[src/rtl/bram_arb_pkg.sv]
// ============================================================================
//  Module   : bram_arb_pkg
//  Brief    : Shared constants, id-width helper and in-flight stage type.
//  Revision : 1.0
// ============================================================================
`default_nettype none

package bram_arb_pkg;

    localparam int RD_LAT_   = 2;
    localparam int ID_MAX_W_ = 8;

    // A single requester still needs one id bit so the vector stays legal.
    function automatic int id_width(input int nreq);
        if (nreq <= 2) begin
            return 1;
        end
        return $clog2(nreq);
    endfunction

    typedef struct packed {
        logic                 vld;
        logic [ID_MAX_W_-1:0] id;
    } inflight_t;

endpackage

`default_nettype wire

[src/rtl/brams.sv]
// ============================================================================
//  Module   : brams
//  Brief    : Single-port block RAM, registered address and registered output.
//  Revision : 1.0
// ============================================================================
`default_nettype none

module brams #(
    parameter int ADDR_ = 8,
    parameter int DATA_ = 8
) (
    input  logic             clk,
    input  logic             we,
    input  logic [ADDR_-1:0] addr,
    input  logic [DATA_-1:0] wdata,
    output logic [DATA_-1:0] rdata
);

    logic [DATA_-1:0] mem_q [2**ADDR_];
    logic [ADDR_-1:0] addr_q;
    logic [DATA_-1:0] rdata_q;

    always_ff @(posedge clk) begin
        if (we) begin
            mem_q[addr] <= wdata;
        end
        addr_q  <= addr;
        rdata_q <= mem_q[addr_q];
    end

    assign rdata = rdata_q;

endmodule

`default_nettype wire

[src/rtl/rr_arbiter.sv]
// ============================================================================
//  Module   : rr_arbiter
//  Brief    : One-hot grant, round-robin (or fixed priority with
//             BRAM_ARB_FIXED_PRIO_EN defined).
//  Revision : 1.0
// ============================================================================
`default_nettype none

module rr_arbiter
    import bram_arb_pkg::*;
#(
    parameter  int NREQ_ = 2,
    localparam int ID_W_ = id_width(NREQ_)
) (
    input  logic             clk,
    input  logic             rst,
    input  logic [NREQ_-1:0] req_i,
    input  logic             advance_i,
    output logic [NREQ_-1:0] grant_o,
    output logic [ID_W_-1:0] grant_idx_o
);

`ifdef BRAM_ARB_FIXED_PRIO_EN

    // Descending scan so the lowest valid index is the last one written.
    always_comb begin
        grant_o     = '0;
        grant_idx_o = '0;
        for (int i = NREQ_ - 1; i >= 0; i--) begin
            if (req_i[i]) begin
                grant_o     = '0;
                grant_o[i]  = 1'b1;
                grant_idx_o = ID_W_'(i);
            end
        end
    end

    logic w_unused;
    assign w_unused = ^{clk, rst, advance_i};

`else

    logic [ID_W_-1:0] ptr_q;
    logic [ID_W_-1:0] ptr_d;

    always_comb begin
        int   idx;
        logic found;
        idx         = 0;
        found       = 1'b0;
        grant_o     = '0;
        grant_idx_o = '0;
        for (int k = 0; k < NREQ_; k++) begin
            idx = int'(ptr_q) + k;
            if (idx >= NREQ_) begin
                idx = idx - NREQ_;
            end
            if (!found && req_i[idx]) begin
                found        = 1'b1;
                grant_o[idx] = 1'b1;
                grant_idx_o  = ID_W_'(idx);
            end
        end
    end

    always_comb begin
        ptr_d = ptr_q;
        if (advance_i) begin
            ptr_d = ID_W_'((int'(grant_idx_o) + 1) % NREQ_);
        end
    end

    always_ff @(posedge clk or posedge rst) begin
        if (rst) begin
            ptr_q <= '0;
        end else begin
            ptr_q <= ptr_d;
        end
    end

`endif

endmodule

`default_nettype wire

[src/rtl/bram_arbiter.sv]
// ============================================================================
//  Module   : bram_arbiter
//  Brief    : Shares one single-port BRAM among NREQ_ requesters; routes read
//             data back to its issuer. Macro: BRAM_ARB_FIXED_PRIO_EN.
//  Revision : 1.0
// ============================================================================
`default_nettype none

module bram_arbiter
    import bram_arb_pkg::*;
#(
    parameter int ADDR_ = 8,
    parameter int DATA_ = 8,
    parameter int NREQ_ = 2
) (
    input  logic                   clk,
    input  logic                   rst,
    input  logic [NREQ_-1:0]       req_valid,
    output logic [NREQ_-1:0]       req_ready,
    input  logic [NREQ_-1:0]       req_we,
    input  logic [NREQ_*ADDR_-1:0] req_addr,
    input  logic [NREQ_*DATA_-1:0] req_wdata,
    output logic [NREQ_-1:0]       rsp_valid,
    output logic [DATA_-1:0]       rsp_rdata
);

    localparam int ID_W_ = id_width(NREQ_);

    logic [NREQ_-1:0] w_req_gated;
    logic [NREQ_-1:0] w_grant;
    logic [ID_W_-1:0] w_grant_idx;
    logic             w_hs;
    logic             w_sel_we;
    logic [ADDR_-1:0] w_sel_addr;
    logic [DATA_-1:0] w_sel_wdata;
    logic             w_ram_we;
    logic [ADDR_-1:0] w_ram_addr;
    logic [DATA_-1:0] w_ram_rdata;
    logic [ADDR_-1:0] addr_hold_q;
    inflight_t        pipe_q [RD_LAT_];
    inflight_t        pipe_d [RD_LAT_];

    // No grant may be visible while reset is held.
    assign w_req_gated = rst ? '0 : req_valid;

    rr_arbiter #(
        .NREQ_(NREQ_)
    ) u_arb (
        .clk         (clk),
        .rst         (rst),
        .req_i       (w_req_gated),
        .advance_i   (w_hs),
        .grant_o     (w_grant),
        .grant_idx_o (w_grant_idx)
    );

    assign req_ready   = w_grant;
    assign w_hs        = |w_grant;
    assign w_sel_we    = req_we[w_grant_idx];
    assign w_sel_addr  = req_addr[int'(w_grant_idx)*ADDR_ +: ADDR_];
    assign w_sel_wdata = req_wdata[int'(w_grant_idx)*DATA_ +: DATA_];
    assign w_ram_we    = w_hs & w_sel_we;
    assign w_ram_addr  = w_hs ? w_sel_addr : addr_hold_q;

    always_ff @(posedge clk or posedge rst) begin
        if (rst) begin
            addr_hold_q <= '0;
        end else if (w_hs) begin
            addr_hold_q <= w_sel_addr;
        end
    end

    brams #(
        .ADDR_(ADDR_),
        .DATA_(DATA_)
    ) u_ram (
        .clk   (clk),
        .we    (w_ram_we),
        .addr  (w_ram_addr),
        .wdata (w_sel_wdata),
        .rdata (w_ram_rdata)
    );

    // Owner tags travel alongside the RAM's address and output registers.
    always_comb begin
        pipe_d[0].vld = w_hs & ~w_sel_we;
        pipe_d[0].id  = ID_MAX_W_'(w_grant_idx);
        for (int s = 1; s < RD_LAT_; s++) begin
            pipe_d[s] = pipe_q[s-1];
        end
    end

    always_ff @(posedge clk or posedge rst) begin
        if (rst) begin
            for (int s = 0; s < RD_LAT_; s++) begin
                pipe_q[s] <= '0;
            end
        end else begin
            for (int s = 0; s < RD_LAT_; s++) begin
                pipe_q[s] <= pipe_d[s];
            end
        end
    end

    always_comb begin
        rsp_valid = '0;
        for (int i = 0; i < NREQ_; i++) begin
            rsp_valid[i] = pipe_q[RD_LAT_-1].vld &&
                           (pipe_q[RD_LAT_-1].id == ID_MAX_W_'(i));
        end
    end

    assign rsp_rdata = w_ram_rdata;

endmodule

`default_nettype wire

[config.mk]
export PLATFORM = sky130hd
export DESIGN_NAME = bram_arbiter
export DESIGN_NICKNAME = d
export VERILOG_FILES = /design/src/rtl/bram_arb_pkg.sv /design/src/rtl/brams.sv /design/src/rtl/rr_arbiter.sv /design/src/rtl/bram_arbiter.sv
export SDC_FILE = /design/constraint.sdc
export NUM_CORES = 2
export LEC_CHECK = 0
export CAP_MARGIN = 5
export CORE_ASPECT_RATIO = 0.6
export CORE_UTILIZATION = 35
export CTS_BUF_LIST = sky130_fd_sc_hd__clkbuf_16
export CTS_CLUSTER_DIAMETER = 200
export DETAILED_ROUTE_END_ITERATION = 16
export GPL_TIMING_DRIVEN = 0
export PLACE_DENSITY = 0.57
export SLEW_MARGIN = 40
export SYNTH_ARGS = -nofsm -noshare
export SYNTH_HDL_FRONTEND = slang
export SYNTH_HIERARCHICAL = 1
export SYNTH_SLANG_ARGS = --single-unit
[constraint.sdc]
create_clock -name clk -period 7.7 [get_ports clk]
set_input_delay 1.54 -clock clk [delete_from_list [all_inputs] [get_ports clk]]
set_output_delay 1.54 -clock clk [all_outputs]
set_load 0.02 [all_outputs]
# [Yosys cells after proc, flatten, opt, wreduce, memory -nomap -nowiden]
# Memory sizes are Yosys's and may differ from the RTL's. A register that Yosys moved wholly into a read port is not among the register bits.
# Cells that the tools add are included.
# W data, S select, Z words.
[word_totals] out_inout_bits=12 ram_bits=2048 memories=1 register_bits=21 input_bits=38 wordCells=56
[mem_list] name="u_ram.mem_q" depth=256 word_bits=8 read_ports=1 rd_clocked_by_memory_dff=1 write_ports=1 line_no="brams.sv:19" text="logic [DATA_-1:0] mem_q [2**ADDR_];"
[classes] n_addsub=4 shifts=2 order_cmp=7 muxes=23 reduce_logical=8 bitwise=4
[op_table] op="$ge A32 B1 Y1 const B" count=2
[op_table] op="$lt A32 B3 Y1 const B" count=2
[op_table] op="$mux W32" count=2
[op_table] op="$ge A32 B3 Y1 const B" count=1
[op_table] op="$shiftx A16 B5 Y8" count=2
[op_table] op="$sub A32 B3 Y32 const B" count=1
[op_table] op="$mux W1" count=15
[op_table] op="$logic_not A8 Y1" count=1
[op_table] op="$mux W8" count=1
[op_table] op="$mux W2" count=3
[op_table] op="$logic_and A1 B1 Y1" count=5
[op_table] op="$sub A1 B2 Y3 const B" count=1
[op_table] op="$add A1 B1 Y2 const B" count=1
[op_table] op="$and A1 B1 Y1" count=2
[op_table] op="$demux W1 S1" count=2
[op_table] op="$ge A1 B2 Y1 const B" count=1
[op_table] op="$lt A1 B2 Y1 const B" count=1
[op_table] op="$or A2 B2 Y2" count=1
[op_table] op="$reduce_or A2 Y1" count=1
[op_table] op="$add A1 B1 Y1 const B" count=1
[op_table] op="$logic_not A1 Y1" count=1
[op_table] op="$not A1 Y1" count=1

# [Depth between registers and ports, before layout]
[logic_depth] word_depth=14 ltp_mapped=13 ltp_nobuf=10

# [Cells and area by module]
# Netlist, hierarchy kept.
[by_module_without_submodules] module="brams" cells_each=3741 seq_area_each_um2=61819.3 instances=1 area_per_inst_um2=79716.5
[by_module_without_submodules] module="bram_arbiter" cells_each=58 seq_area_each_um2=300.3 instances=1 area_per_inst_um2=655.6
[by_module_without_submodules] module="rr_arbiter" cells_each=8 seq_area_each_um2=25.0 instances=1 area_per_inst_um2=87.6

# [Least setup slack after synthesis]
# OpenSTA, ideal clock, no wires.
[synth_path] kind="input to register" start="input req_valid[0]" end="memory u_ram.mem_q[235][0], enable pin" setup_time_ns=0.371 setup_slack_ns=2.975 n_path_buf=4 required_ns=7.329 arrival_ns=4.355 path_stages=11 cell_sequence="nor2b_1 -> a21boi_0 -> buf_2 -> nor3_1 -> a21oi_1 -> clkbuf_1 -> nor2b_1 -> clkbuf_1 -> nand4_1 -> clkbuf_1 -> nor2_1"
[synth_via] elab_cells_between_ends=23 cone_classes="shift (1); mux (17); bitwise (2); reduce/logical (3)"
[synth_rtl] element="start, declared" line_no="bram_arbiter.sv:18" text="input logic [NREQ_-1:0] req_valid,"
[synth_rtl] element="$mux W2 *" line_no="bram_arbiter.sv:44" text="assign w_req_gated = rst ? '0 : req_valid;"
[synth_rtl] element="$mux W1 (not written as such) (3 in series)" line_no="rr_arbiter.sv:58" text="if (!found && req_i[idx]) begin"
[synth_rtl] element="$mux W1" line_no="rr_arbiter.sv:58"
[synth_rtl] element="$logic_not A1 Y1" line_no="rr_arbiter.sv:58"
[synth_rtl] element="$logic_and A1 B1 Y1" line_no="rr_arbiter.sv:58"
[synth_rtl] element="$mux W2 *" line_no="rr_arbiter.sv:58"
[synth_rtl] element="via req_ready[0]" line_no="bram_arbiter.sv:19" text="output logic [NREQ_-1:0] req_ready,"
[synth_rtl] element="$reduce_or A2 Y1 *" line_no="bram_arbiter.sv:58" text="assign w_hs = |w_grant;"
[synth_rtl] element="$mux W8 *"
[synth_rtl] element="via w_ram_addr[3]" line_no="bram_arbiter.sv:37" text="logic [ADDR_-1:0] w_ram_addr;"
[synth_rtl] element="end, declared" line_no="brams.sv:19"
# The timed path passes the listed nets; every way through them passes the cells marked *. The select of a mux whose other input is x is not followed.

# [Worst setup path in the final report]
[layout_path] start="input rst" end="memory u_ram.mem_q[238][2], enable pin"
[layout_via] elab_cells_between_ends=23 cone_classes="shift (1); mux (17); bitwise (2); reduce/logical (3)"
[layout_rtl] element="start, declared" line_no="bram_arbiter.sv:17" text="input logic rst,"
[layout_rtl] element="$mux W2 *" line_no="bram_arbiter.sv:44"
[layout_rtl] element="via w_req_gated[1]" line_no="bram_arbiter.sv:29" text="logic [NREQ_-1:0] w_req_gated;"
[layout_rtl] element="$mux W1 (not written as such) (3 in series)" line_no="rr_arbiter.sv:58"
[layout_rtl] element="$mux W1" line_no="rr_arbiter.sv:58"
[layout_rtl] element="$logic_not A1 Y1" line_no="rr_arbiter.sv:58"
[layout_rtl] element="$logic_and A1 B1 Y1" line_no="rr_arbiter.sv:58"
[layout_rtl] element="$mux W2 *" line_no="rr_arbiter.sv:58"
[layout_rtl] element="$reduce_or A2 Y1 *" line_no="bram_arbiter.sv:58"
[layout_rtl] element="via w_hs" line_no="bram_arbiter.sv:32" text="logic w_hs;"
[layout_rtl] element="$mux W8 *"
[layout_rtl] element="via w_ram_addr[1]" line_no="bram_arbiter.sv:37"
# Marks and branches as above.

==> results by group <==
Power and ir drop
  – Sw frac: 0.282
  – Seq pwr share: 0.480
  – Pleak: 28.6 nW
  – Peak supply drop: 0.160 mV
  – Int Power: 18.9 mW
  – Pwr Density: 284 nW/um^2
  – Total net switching power: 7.40 mW
  – Comb power frac: 0.178
  – Clock network power share: 0.342

Clock tree
  – H-tree depth reported by CTS: 4
  – Clk Latency, worst-skew pair: 850 ps
  – CTS tree: done
  – Cts-stage hold buffer count: 0
  – Clock slew at reported path FFs: 70 ps
  – Setup bufs post-CTS: 0
  – Post-CTS sizing: 0
  – TritonCTS Sinks: 2077
  – TritonCTS Buffers: 186
  – Clk root buf: clkbuf_16
  – Clk buf depth: 4

STA
  – Final Skew: 62.4 ps
  – Max Fclk: 156 MHz
  – Min cycle time layout: 6420 ps
  – Least-Margin Pin Slew: 1080 ps
  – Period utilization: 0.833
  – RSZ-0062 raised after global routing: no
  – Endpoints failing setup: 0
  – Hold Violations, Final: 0
  – Number of max-slew violations in the final report: 0
  – Setup TNS: 0 ps
  – Relative slew margins: 0.272

Setup path
  – Setup crit end kind: flop
  – R2r worst-path depth: 12
  – Crit Path Class: in2reg
  – CP required: 8130 ps
  – Startpoint Class: primary input
  – Critical Path Max Stage Delay: 730 ps
  – Delay-heaviest family, CP: buffers and inverters
  – WP data arrival: 6850 ps
  – Worst-path fanout max: 11
  – CP max-delay cell: nand4_1
  – Flop-to-flop setup slack: 2300 ps
  – CP cell instances: clkdlybuf4s50_1, nor2b_1, a21boi_0, buf_2, nor2_1, inv_2, a21oi_1, clkbuf_1, nor2b_1, clkbuf_1, nand4_1, clkbuf_4, nor2_1
  – WP buf/inv: 6
  – R2R Path End: u_ram/mem_q[238][2]$_DFFE_PP_

Routing
  – Drt wl/cell: 37.4 um
  – Detailed Route WL: 272 mm
  – 1st-pass router iterations: 7
  – Initial DRC Count: 7827
  – Via density: 6.09
  – Final ANT Viol Nets: 0
  – Vias: 44200
  – Drt drc: 0

GRT
  – Vias in the first global route: 40500
  – Largest net degree at the start of global routing: 93
  – Initial antenna violation count: 23
  – Total grt overflow: 0
  – GRT Overall Usage: 0.230
  – Global-route wire length before repair: 361 mm

Synthesis
  – Synth unique cells: 60
  – Synth async-reset ratio: 0.00626
  – Avg Cell Area, Syn: 21.1 um^2
  – Multiplexer area fraction after synthesis: 0.147
  – Synth Area in XOR/XNOR: 0
  – Synth Area in Compound Gates: 0.0347
  – Seq/Total Area, Yosys: 0.772
  – Dominant synthesized flop cell: edfxtp_1
  – Seq cells post-synth: 2077
  – Netlist Area Pre-Place: 80500 um^2
  – Top cells by area, synth: edfxtp_1, mux4_2, mux2i_1
  – Share of the synthesized area in the top cell type: 0.764
  – Simple-Gate Fraction of Synth Area: 0.0273
  – Net Count, Synth: 3845
  – Post-synthesis adder-cell area fraction: 0
  – Yosys warnings: 6
  – Post-Syn Instances: 3807
  – Largest area contributor in the netlist: edfxtp_1
  – EDFF count, synth: 2048
  – Largest family of logic cells by synthesized area: multiplexers

Cells and area
  – Ratio of cells with drive above 1 in the final layout: 0.283
  – Commonest non-fill, non-tap cell in the layout: edfxtp_1
  – Multi-input logic area: 17700 um^2
  – Most frequent cells in the layout: edfxtp_1, mux4_2, nor2_2
  – Final net count: 4139
  – Post-route cell area: 92700 um^2
  – Register area: 62100 um^2
  – Post-Layout Cell Count: 7260
  – P&R area growth vs syn: 15.2%
  – Fillers: 19900

Min path
  – Hold_sp: pipe_d[0]$_DFF_PP0_
  – HP Class: reg2reg
  – Hold worst-path end: pipe_q[0]$_DFF_PP0_
  – Hold Path Depth: 0

Floorplan
  – CORE AREA: 227000 um^2
  – Cell Rows: 135
  – Initial Utilization: 0.354
  – # IOs: 50
  – Die X: 621 um
  – Die height: 373 um
  – Die area: 232000 um^2

Placement
  – GP Congestion: 1.00
  – Cells after DPL: 6925
  – Dpl cell area: 86800 um^2
  – DP HPWL: 193 mm
  – Port Buffers: 49

Run status
  – Status: finished, final reports clean

Flow run
  – Max Cap Viol: 0
==> worst max path at each step <==
stage | cells after the start | start | slack, ps | end
6_report | 13 | rst | 1280 | u_ram/mem_q[238][2]$_DFFE_PP_
5_1_grt | 13 | rst | 1100 | u_ram/mem_q[238][2]$_DFFE_PP_
3_5_place_dp | 13 | rst | 460 | u_ram/mem_q[63][5]$_DFFE_PP_
3_3_place_gp | 13 | rst | -210 | u_ram/mem_q[143][2]$_DFFE_PP_
4_1_cts | 13 | rst | 1250 | u_ram/mem_q[63][0]$_DFFE_PP_
2_1_floorplan | 11 | req_valid[0] | 2970 | u_ram/mem_q[235][0]$_DFFE_PP_
==> kinds of logic (layout without fill, tap and decap cells) <==
kind of cell / Yosys count / after routing
AND/OR/NAND/NOR: 485 / 485
buffers and inverters: 242 / 670
other: 0 / 11
multiplexers: 608 / 608
flip-flops: 2077 / 2077
AO/OA/AOI/OAI: 395 / 395
==> power groups by stage <==
stage | Clock (mW) | Combinational [mW] | Sequential, mW
after global placement | 0 | 4.18 | 12.9
after detailed placement | 0 | 4.44 | 12.8
after CTS | 9.08 | 4.46 | 12.6
after floorplan | 0 | 2.16 | 12.9
after global routing | 9.50 | 4.68 | 12.6
final | 8.99 | 4.69 | 12.6
==> synthesized netlist by cell type (4+ instances only) <==
cell and n:
buf_4 27, buf_8 13, mux2_2 7, nor2b_1 34
buf_12 9, dfrtp_1 13, nand4_1 10, a22oi_1 133
nor4_1 24, nand3_1 34, o22a_1 5, a21oi_1 104
nand2_1 33, nor2_1 285, mux2i_1 143, a22o_1 8
mux4_2 454, o21ai_0 10, o32ai_1 4, edfxtp_1 2048
buf_1 22, nand2b_1 8, buf_6 22, a221oi_1 13
dfxtp_1 16, buf_2 33, or2_2 4, o22ai_1 28
and2_1 10, a211oi_1 16, o221ai_1 46, clkbuf_1 111
nor3_1 30, o211ai_1 10
==> metal layers <==
metal / GRT usage / vias up / wire [um]
met4: 0.0517 / 24 / 6910
met3: 0.127 / 412 / 51100
met1: 0.357 / 23800 / 115000
li1: - / 16500 / -
met2: 0.271 / 3395 / 98200
met5: 0.00661 / - / 543
==> worst reg2reg max path, cell delays in order (launching register included) <==
cell and delay [ps]:
dfrtp_1 390, nand2b_4 160, and2_1 180, buf_2 200
nor2_1 180, inv_2 180, a21oi_1 640, clkbuf_1 410
nor2b_1 190, clkbuf_1 320, nand4_1 730, clkbuf_4 710
nor2_1 720
==> per-stage QoR <==
step	worst slack [ps]	power [mW]	hold slack (ps)	utilization
2_1_floorplan	2970	15.0	331	-
3_3_place_gp	-209	17.1	333	0.373
3_5_place_dp	459	17.3	336	0.383
4_1_cts	1250	26.1	350	0.407
5_1_grt	1100	26.8	353	0.408
6_report	1280	26.3	350	0.408
==> sequential cells by signal (all words and copies together) (netlist names), named ones only <==
name	cells
u_ram/mem_q	2048
addr_hold_q	8
u_ram/addr_q	8
u_ram/rdata	8
pipe_d	2
pipe_q	2
==> area by class of cell <==
type,count,area share
plain buffers,237,0.0173
clock buffers,191,0.0516
diodes,11,0.000297
well taps,3014,0.0407
flip-flops and latches,2077,0.671
repair buffers,106,0.0185
clock inverters,131,0.00920
inverters,5,0.000203
multi-input cells,1488,0.191
Note: power is estimated with default switching activity, not from simulation.
